<file path="config.mk">
export PLATFORM = sky130hd
export DESIGN_NAME = dmem_access_ctrl
export DESIGN_NICKNAME = d
export VERILOG_FILES = /design/src/rtl/dmem_access_ctrl.sv
export SDC_FILE = /design/constraint.sdc
export NUM_CORES = 1
export LEC_CHECK = 0
export CORE_AREA = 4 4 114 116
export CTS_CLUSTER_DIAMETER = 100
export DETAILED_ROUTE_END_ITERATION = 12
export DIE_AREA = 0 0 118 120
export DONT_BUFFER_PORTS = 1
export PLACE_DENSITY = 0.65
export RECOVER_POWER = 25
export REMOVE_ABC_BUFFERS = 1
export SYNTH_ARGS = -nofsm -noshare
export SYNTH_HDL_FRONTEND = slang
export SYNTH_SLANG_ARGS = --single-unit
</file>
<file path="constraint.sdc">
create_clock -name clock -period 2.8 [get_ports clock]
set_input_delay 0.56 -clock clock [delete_from_list [all_inputs] [get_ports clock]]
set_output_delay 0.56 -clock clock [all_outputs]
set_load 0.005 [all_outputs]
</file>
<file path="src/rtl/dmem_access_ctrl.sv">
// MEM-stage data-memory port sequencer: arbitrates CPU load/store against a debug
// requester, holds the pipeline while the CPU access is in flight, and aborts hung accesses.
module dmem_access_ctrl #(
    parameter int ADDR_W   = 32,
    parameter int DATA_W   = 32,
    parameter int MAX_WAIT = 15
) (
    input  logic              clock,
    input  logic              reset,
    input  logic              mem_read,
    input  logic              mem_write,
    input  logic [ADDR_W-1:0] mem_addr,
    input  logic [DATA_W-1:0] mem_wdata,
    output logic [DATA_W-1:0] mem_rdata,
    output logic              stall,
    input  logic              dbg_req,
    input  logic              dbg_we,
    input  logic [ADDR_W-1:0] dbg_addr,
    input  logic [DATA_W-1:0] dbg_wdata,
    output logic              dbg_ack,
    output logic [DATA_W-1:0] dbg_rdata,
    output logic              dm_req,
    output logic              dm_we,
    output logic [ADDR_W-1:0] dm_addr,
    output logic [DATA_W-1:0] dm_wdata,
    input  logic              dm_ack,
    input  logic [DATA_W-1:0] dm_rdata,
    output logic              err
);
    localparam int CNT_W = $clog2(MAX_WAIT + 1);

    // state      | meaning
    // S_IDLE     | no access in flight, arbitrate
    // S_CPU_BUSY | CPU access outstanding on the memory port
    // S_CPU_DONE | CPU result available, pipeline advances this cycle
    // S_DBG_BUSY | debug access outstanding on the memory port
    // S_DBG_DONE | dbg_ack pulse, dbg_req ignored
    typedef enum logic [2:0] {
        S_IDLE, S_CPU_BUSY, S_CPU_DONE, S_DBG_BUSY, S_DBG_DONE
    } state_t;

    state_t            state_q, state_d;
    logic              last_dbg_q, last_dbg_d;
    logic [CNT_W-1:0]  wait_cnt_q, wait_cnt_d;
    logic              dm_req_q, dm_req_d;
    logic              dm_we_q, dm_we_d;
    logic [ADDR_W-1:0] dm_addr_q, dm_addr_d;
    logic [DATA_W-1:0] dm_wdata_q, dm_wdata_d;
    logic [DATA_W-1:0] mem_rdata_q, mem_rdata_d;
    logic [DATA_W-1:0] dbg_rdata_q, dbg_rdata_d;
    logic              err_q, err_d;
    logic              cpu_pend;
    logic              timeout;

    assign cpu_pend = mem_read | mem_write;
    assign timeout  = (wait_cnt_q == CNT_W'(MAX_WAIT)) && !dm_ack;

    always_ff @(posedge clock or negedge reset) begin
        if (!reset) begin
            state_q     <= S_IDLE;
            last_dbg_q  <= 1'b1;
            wait_cnt_q  <= '0;
            dm_req_q    <= 1'b0;
            dm_we_q     <= 1'b0;
            dm_addr_q   <= '0;
            dm_wdata_q  <= '0;
            mem_rdata_q <= '0;
            dbg_rdata_q <= '0;
            err_q       <= 1'b0;
        end else begin
            state_q     <= state_d;
            last_dbg_q  <= last_dbg_d;
            wait_cnt_q  <= wait_cnt_d;
            dm_req_q    <= dm_req_d;
            dm_we_q     <= dm_we_d;
            dm_addr_q   <= dm_addr_d;
            dm_wdata_q  <= dm_wdata_d;
            mem_rdata_q <= mem_rdata_d;
            dbg_rdata_q <= dbg_rdata_d;
            err_q       <= err_d;
        end
    end

    always_comb begin
        state_d     = state_q;
        last_dbg_d  = last_dbg_q;
        wait_cnt_d  = wait_cnt_q;
        dm_req_d    = dm_req_q;
        dm_we_d     = dm_we_q;
        dm_addr_d   = dm_addr_q;
        dm_wdata_d  = dm_wdata_q;
        mem_rdata_d = mem_rdata_q;
        dbg_rdata_d = dbg_rdata_q;
        err_d       = err_q;
        case (state_q)
            S_IDLE: begin
                // On a conflict the side that did not win last time gets the port.
                if (cpu_pend && (!dbg_req || last_dbg_q)) begin
                    state_d    = S_CPU_BUSY;
                    last_dbg_d = 1'b0;
                    wait_cnt_d = '0;
                    dm_req_d   = 1'b1;
                    dm_we_d    = mem_write;
                    dm_addr_d  = mem_addr;
                    dm_wdata_d = mem_wdata;
                end else if (dbg_req) begin
                    state_d    = S_DBG_BUSY;
                    last_dbg_d = 1'b1;
                    wait_cnt_d = '0;
                    dm_req_d   = 1'b1;
                    dm_we_d    = dbg_we;
                    dm_addr_d  = dbg_addr;
                    dm_wdata_d = dbg_wdata;
                end
            end
            S_CPU_BUSY, S_DBG_BUSY: begin
                if (dm_ack || timeout) begin
                    dm_req_d = 1'b0;
                    state_d  = (state_q == S_CPU_BUSY) ? S_CPU_DONE : S_DBG_DONE;
                end
                if (dm_ack) begin
                    if (!dm_we_q && state_q == S_CPU_BUSY) mem_rdata_d = dm_rdata;
                    if (!dm_we_q && state_q == S_DBG_BUSY) dbg_rdata_d = dm_rdata;
                end else if (timeout) begin
                    err_d = 1'b1;
                    if (state_q == S_CPU_BUSY) mem_rdata_d = '0;
                    else                       dbg_rdata_d = '0;
                end else begin
                    wait_cnt_d = wait_cnt_q + 1'b1;
                end
            end
            S_CPU_DONE, S_DBG_DONE: state_d = S_IDLE;
            default:                state_d = S_IDLE;
        endcase
    end

    always_comb begin
        stall   = reset & cpu_pend & (state_q != S_CPU_DONE);
        dbg_ack = (state_q == S_DBG_DONE);
    end

    assign dm_req    = dm_req_q;
    assign dm_we     = dm_we_q;
    assign dm_addr   = dm_addr_q;
    assign dm_wdata  = dm_wdata_q;
    assign mem_rdata = mem_rdata_q;
    assign dbg_rdata = dbg_rdata_q;
    assign err       = err_q;
endmodule

</file>
[Word level (Yosys, flattened, before mapping)]
Index checks and enable logic that the tools add are counted.
Word-level totals
  input bits: 167
  output and inout port bits: 133
  word-level logic and storage cells: 78
  register bits: 139
Cells by class
  muxes and demuxes: 29
  add/subtract/negate cells: 1
  equal/unequal tests: 12
  reductions and logical operators: 22
  bitwise operators: 4
Operators by type and width (count)
  $mux 32: 12
  $mux 4: 4
  $mux 3: 4
  $reduce_and 4->1: 3
  $ne 2x2->1 const B: 4
  $pmux 4 s2: 1
  $reduce_bool 2->1: 4
  $mux 1: 6
  $pmux 3 s2: 1
  $reduce_and 3->1: 2
  $add 4x1->4 const B: 1
  $eq 4x4->1 const B: 1
  $logic_and 1x1->1: 4
  $ne 2x1->1 const B: 2
  $reduce_and 2->1: 2
  $eq 3x1->1 const B: 1
  $eq 3x2->1 const B: 1
  $eq 3x3->1 const B: 1
  $logic_not 1->1: 3
  $logic_not 3->1: 1
  $ne 3x2->1 const B: 1
  $ne 3x3->1 const B: 1
  $and 1x1->1: 2
  $logic_or 1x1->1: 2
  other kinds (4): 4

[Logic depth before layout (Yosys ltp)]
Gate-level depths: netlist (run 1).
  depth after elaboration: 5
  gate-level depth with buffers: 7
  gate-level depth less buffers: 4

[Worst setup path before layout (run 1)]
No wires, ideal clock.
  kind: input -> output
  start point: in mem_write
  end point: out stall
  buffers on the path: 2
  stages: 5
  required time: 2.240 ns
  arrival time: 1.342 ns
  setup slack: 0.898 ns
  cell sequence: or2_2 > buf_2 > buf_1 > nand2_1 > a21oi_1
Between the ends
  word-level cells in the longest chain between the ends: 3
RTL lines
  start, declared: line 11  | input logic mem_write,
  $or 1x1->1: line 55  | assign cpu_pend = mem_read | mem_write;
  $and 1x1->1 (2 in series): line 138  | stall = reset & cpu_pend & (state_q != S_CPU_DONE);
  end, declared: line 15  | output logic stall,
No other way between the ends.

[Final worst setup path (run 1)]
  start point: reg wait_cnt_q[0]
  end point: reg mem_rdata_q[12] (netlist: mem_rdata[12])
Between the ends
  word-level cells in the longest chain between the ends: 4
RTL lines
  start, declared: line 44  | logic [CNT_W-1:0] wait_cnt_q, wait_cnt_d;
  start signal, assigned: line 73  | wait_cnt_q <= wait_cnt_d;
  $eq 4x4->1: line 56  | assign timeout = (wait_cnt_q == CNT_W'(MAX_WAIT)) && !dm_ack;
  $logic_and 1x1->1: line 56
  $reduce_bool 2->1 (no source line)
  $reduce_and 4->1 (no source line)
  end signal, assigned: line 78  | mem_rdata_q <= mem_rdata_d;
  end, declared: line 49  | logic [DATA_W-1:0] mem_rdata_q, mem_rdata_d;
No other way between the ends.
A chain may end at the register's enable or synchronous reset.

==> results.sh, run 1 <==
export IMPL_synth_area_leader_cell="dfrtp_1"
export IMPL_end_kind="register"
export IMPL_vdd_drop_max_mv=0.460
export IMPL_die_width_um=118
export IMPL_gp_congestion=0.817
export IMPL_drc=0
export IMPL_first_pass_iters=5
export IMPL_arrival_ps=2630
export IMPL_hold_class="input port to async pin"
export IMPL_timing_final_crit_share=0.817
export IMPL_synth_seq_cells=139
export IMPL_fmax_mhz=437
export IMPL_rsz0062_at_grt="no"
export IMPL_finalSetupViolations=0
export IMPL_clk_latency_ps=410
export IMPL_netlist_instances=578
export IMPL_worst_pin_slew_ps=1110
export IMPL_cts_tree="built"
export IMPL_worstSetupStartpointType="register"
export IMPL_finalHoldWorstSlack_ps=-159
export IMPL_gr_total_overflow=0
export IMPL_nets=713
export IMPL_status="finished with violations"
export IMPL_antenna_found_initial=1
export IMPL_port_buffers=0
export IMPL_cts_repair_resized=0
export IMPL_final_util=0.562
export IMPL_ant_nets=0
export IMPL_grt_max_degree=141
export IMPL_finalHoldViolations=138
export IMPL_power_leakage_uw=0.00281
export IMPL_syn_cell_area_um2=6050
export IMPL_drv_cap=0
export IMPL_synth_edff_count=0
export IMPL_critPathRequiredTime_ps=3140
export IMPL_num_vias=4812
export IMPL_hpwlAfterDp_um=12400
export IMPL_core_area_um2=11900
export IMPL_synth_seq_area_share=0.575
export IMPL_die_y_um=120
export IMPL_avgSynthCellArea_um2=10.5
export IMPL_cts_sinks=139
export IMPL_violations="hold timing"
export IMPL_yosysWarnings=0
export IMPL_crit_fanout=32
export IMPL_ys_types=40
export IMPL_cts_made_buffers=17
export IMPL_num_rows=40
export IMPL_worstSetupPathType="register to register"
export IMPL_clock_path_buffers=2
export IMPL_ctsHtreeMaxLevel=4
export IMPL_p_per_area_nw_per_um2=1280
export IMPL_routedWlPerCell_um=25.6
export IMPL_grt_pass1_wl_um=28400
export IMPL_ys_flop_type="dfrtp_1"
export IMPL_yosys_area_top_type_share=0.571
export IMPL_cts_root_buf="clkbuf_16"
export IMPL_fin_skew_ps=6.43
export IMPL_grt_usage=0.254
export IMPL_post_cts_setup_buffers=0
export IMPL_floorplan_initialDensity=0.508
export IMPL_path_clk_slew_ps=60
export IMPL_fin_cells=706
export IMPL_ys_top_cells_by_area="dfrtp_1 57%, a22o_1 9.3%, a31oi_1 7.0%, a21oi_1 5.6%, nand3_1 5.6%"
export IMPL_initialDrtViolationCount=442
export IMPL_die_area_um2=14200
export IMPL_flow_area_growth_from_synthesis_pct=10.7
export IMPL_placedCellCount=673
export IMPL_post_drt_via_cell_ratio=6.82
export IMPL_synthArstFlopShare=1.00
export IMPL_routed_wl_um=18100
export IMPL_slew_headroom=0.260
export IMPL_period_needed_ps=2290
export IMPL_ios=300
export IMPL_slew_violations=0
export IMPL_drive_above_1_share=0.102
export IMPL_grt_pass1_vias=4827
[final cells by class]
type	instances	area, µm²
fillers	1017	5220
repair buffers	13	97.6
diodes	1	2.50
flip-flops and latches	139	3480
multi-input cells	371	2300
clock inverters	14	183
well taps	147	184
inverters	3	11.3
clock buffers	18	439
[power by group]
group	switching [µW]	internal [µW]
Combinational	1230	985
Clock	893	1450
Sequential	989	3040
Total	3110	5470
[stage by stage]
| step | worst slack [ps] | total power (µW) | setup TNS [ps] | instance area (µm²) |
|---|---|---|---|---|
| floorplan | -1300 | 5420 | -88840 | 5750 |
| global placement | 636 | 6170 | 0 | 6070 |
| detailed placement | 545 | 6280 | 0 | 6070 |
| CTS | 514 | 8630 | 0 | 6690 |
| global route | 381 | 9130 | 0 | 6690 |
| finish | 512 | 8580 | 0 | 6700 |
[state kept, by name, indices dropped and copies added (netlist names)]
signal,count
dm_we,1
dm_req,1
dm_wdata,32
wait_cnt_q,4
dm_addr,32
mem_rdata,32
last_dbg_q,1
state_q,3
err,1
dbg_rdata,32
[cell usage in the layout, fill, tap and decap left out, drive strengths merged, types with 2 or more instances in the layout]
| cell type | count |
|---|---|
| a21o | 3 |
| a21oi | 68 |
| a22o | 64 |
| a31oi | 68 |
| and2 | 2 |
| buf | 13 |
| bufinv | 3 |
| clkbuf | 18 |
| clkinvlp | 3 |
| dfrtp | 138 |
| inv | 10 |
| nand2 | 2 |
| nand2b | 3 |
| nand3 | 68 |
| nor2 | 6 |
| nor3b | 2 |
| o21ai | 66 |
[metal layers]
layer  routed length [µm]  up-vias  share of wire  track usage
li1                     -     2133              -            -
met1                 6890     2338           0.38        0.312
met2                 8820      309           0.49        0.406
met3                 2020       30           0.11        0.103
met4                  366        2          0.020       0.0916
met5                    7        -        0.00039            0
[worst paths after layout]
check | from | to | slack, ps | depth (start not counted)
worst min-delay path | reset | mem_rdata[15]$_DFFE_PN0P_ | -160 | 0
worst max-delay path | wait_cnt_q[0]$_DFFE_PN0P_ | mem_rdata[12]$_DFFE_PN0P_ | 510 | 4
max in group asynchronous | reset | last_dbg_q$_DFFE_PN1P_ | 2780 | 0
min in group clock | dm_rdata[20] | dbg_rdata[20]$_DFFE_PN0P_ | 280 | 1
worst max register to register | wait_cnt_q[0]$_DFFE_PN0P_ | mem_rdata[12]$_DFFE_PN0P_ | 510 | 4
worst min register to register | wait_cnt_q[1]$_DFFE_PN0P_ | wait_cnt_q[1]$_DFFE_PN0P_ | 530 | 1
[synthesized netlist by cell type (all sizes together), types with 2 or more instances]
cell,n
nand2,2
a22o,64
and2,2
o21ai,66
clkbuf,42
nand3,68
nand2b,3
a31oi,68
a21o,3
nor3b,2
buf,23
inv,3
a21oi,68
dfrtp,138
nor2,6
[kinds of logic (layout without fill, tap and decap cells)]
kind of cell | Yosys count | in the layout | synth area share
flip-flops | 139 | 139 | 0.575
buffers and inverters | 68 | 48 | 0.0509
AO/OA/AOI/OAI | 276 | 276 | 0.287
multiplexers | 1 | 1 | 0.00165
AND/OR/NAND/NOR | 93 | 93 | 0.0827
other | 0 | 1 | 0
adder cells (fa/ha/maj) | 1 | 1 | 0.00207
[worst max-delay path: stages, from the launching register on]
cell and delay [ps]:
dfrtp_1 410, ha_1 280, a31oi_1 350, a2111o_1 890, a22o_1 270
Note: power is estimated with default switching activity, not from simulation.
==> run 2: changes to the inputs <==
--- a/config.mk
+++ b/config.mk
@@ -5,12 +5,12 @@
 export SDC_FILE = /design/constraint.sdc
 export NUM_CORES = 1
 export LEC_CHECK = 0
-export CORE_AREA = 4 4 114 116
+export CORE_AREA = 4 4 115 117
 export CTS_CLUSTER_DIAMETER = 100
 export DETAILED_ROUTE_END_ITERATION = 12
-export DIE_AREA = 0 0 118 120
+export DIE_AREA = 0 0 119 121
 export DONT_BUFFER_PORTS = 1
-export PLACE_DENSITY = 0.65
+export PLACE_DENSITY = 0.67
 export RECOVER_POWER = 25
 export REMOVE_ABC_BUFFERS = 1
 export SYNTH_ARGS = -nofsm -noshare
==> constraint.sdc (replaced) <==
create_clock -name clock -period 2.01 [get_ports clock]
set_input_delay 0.402 -clock clock [delete_from_list [all_inputs] [get_ports clock]]
set_output_delay 0.402 -clock clock [all_outputs]
set_load 0.005 [all_outputs]
==> results.sh, run 2 (synthesis gave the netlist of run 1 again) <==
export IMPL_worstPathCellList="nand2b_2 > a2111o_1 > buf_12 > a22o_1"
export IMPL_clock_path_buffers=2
export IMPL_post_cts_setup_buffers=0
export IMPL_worst_pin_slew_ps=509
export IMPL_gr_total_overflow=0
export IMPL_slew_headroom=0.660
export IMPL_place_ws_ps=262
export IMPL_placed_cell_area_um2=6210
export IMPL_die_area_um2=14400
export IMPL_cpMaxStageDelayCell="dfrtp_1"
export IMPL_period_needed_ps=1740
export IMPL_vdd_drop_max_mv=0.683
export IMPL_grt_usage=0.248
export IMPL_port_buffers=0
export IMPL_clk_latency_ps=410
export IMPL_finalHoldViolations=139
export IMPL_p_per_area_nw_per_um2=1740
export IMPL_slowest_delay_ps=460
export IMPL_cts_repair_resized=0
export IMPL_hpwlAfterDp_um=12100
export IMPL_num_vias=4843
export IMPL_cts_root_buf="clkbuf_16"
export IMPL_hold_class="input port to async pin"
export IMPL_drv_cap=0
export IMPL_cts_tree="built"
export IMPL_reg2reg_slack_ps=270
export IMPL_die_width_um=119
export IMPL_post_drt_via_cell_ratio=6.61
export IMPL_slew_violations=0
export IMPL_crit_fanout=32
export IMPL_grt_max_degree=141
export IMPL_flow_area_growth_from_synthesis_pct=11.9
export IMPL_fmax_mhz=576
export IMPL_setup_ws_ps=273
export IMPL_power_leakage_uw=0.00282
export IMPL_cts_made_buffers=17
export IMPL_rsz0062_at_grt="no"
export IMPL_finalHoldWorstSlack_ps=-313
export IMPL_first_pass_iters=5
export IMPL_gp_congestion=0.818
export IMPL_num_rows=41
export IMPL_layout_commonest_cell="dfrtp_1"
export IMPL_worstSetupStartpointType="register"
export IMPL_ant_nets=0
export IMPL_critPathRequiredTime_ps=2300
export IMPL_drc=0
export IMPL_cts_sinks=139
export IMPL_routedWlPerCell_um=24.7
export IMPL_status="finished with violations"
export IMPL_antenna_found_initial=2
export IMPL_ios=300
export IMPL_die_y_um=121
export IMPL_routed_wl_um=18100
export IMPL_final_area_um2=6770
export IMPL_path_clk_slew_ps=60
export IMPL_grt_pass1_vias=4883
export IMPL_arrival_ps=2030
export IMPL_end_kind="register"
export IMPL_violations="hold timing"
export IMPL_fin_skew_ps=9.07
export IMPL_timing_final_crit_share=0.864
export IMPL_num_fill_cells=1082
export IMPL_finalSetupViolations=0
export IMPL_floorplan_initialDensity=0.489
export IMPL_core_area_um2=12400
export IMPL_drive_above_1_share=0.105
export IMPL_nets=715
export IMPL_grt_pass1_wl_um=28100
export IMPL_worstSetupPathType="register to register"
export IMPL_final_cell_mix="138 x dfrtp_1, 68 x a21oi_1, 68 x nand3_1, 68 x a31oi_1, 66 x o21ai_0"
export IMPL_ctsHtreeMaxLevel=4
export IMPL_initialDrtViolationCount=468
## run 2: final cells by class
cell class | count | area, µm² | share of cell area
diodes | 1 | 2.50 | 0.000370
clock buffers | 18 | 439 | 0.0649
clock inverters | 14 | 120 | 0.0177
inverters | 3 | 11.3 | 0.00166
multi-input cells | 371 | 2300 | 0.340
flip-flops and latches | 139 | 3480 | 0.514
well taps | 172 | 215 | 0.0318
repair buffers | 15 | 200 | 0.0296
## run 2: per-layer routing
metal	wire length [µm]	vias to the layer above	global-route usage
met5	7	-	0
met4	431	2	0.105
met3	2000	32	0.102
met2	8930	293	0.399
met1	6750	2376	0.295
li1	-	2140	-
## run 2: worst paths after layout
kind                                          startpoint                        end  cells past startpoint
worst max-delay path              state_q[2]$_DFFE_PN0P_  mem_rdata[28]$_DFFE_PN0P_                      4
worst max register to register    state_q[2]$_DFFE_PN0P_  mem_rdata[28]$_DFFE_PN0P_                      4
worst min register to register  mem_rdata[2]$_DFFE_PN0P_   mem_rdata[2]$_DFFE_PN0P_                      1
worst min-delay path                               reset  mem_rdata[30]$_DFFE_PN0P_                      0
max in group asynchronous                          reset     last_dbg_q$_DFFE_PN1P_                      0
min in group clock                          dm_rdata[20]  dbg_rdata[20]$_DFFE_PN0P_                      1
## run 2: critical path: cells and delay by family (launching register included)
family	cells	cell delay, ps
AOI/OAI and AO/OA	2	660
DFF	1	460
buffers and inverters	1	180
and+or+nand+nor	1	300
## run 2: where the power goes
part           leakage [µW]  internal (µW)  switching (µW)
Clock              0.000268           1730            1190
Sequential          0.00167           4230            1340
Combinational      0.000880           1500            1760
## run 2: stage by stage
step                cells  utilization  hold WS, ps  total power [µW]  TNS [ps]
floorplan             513            -          106              7550   -159300
global placement      700        0.502          109              8700         0
detailed placement    700        0.502          109              8880         0
CTS                   732        0.547         -336             11800         0
global route          733        0.547         -345             12500         0
finish                733        0.547         -313             11700         0
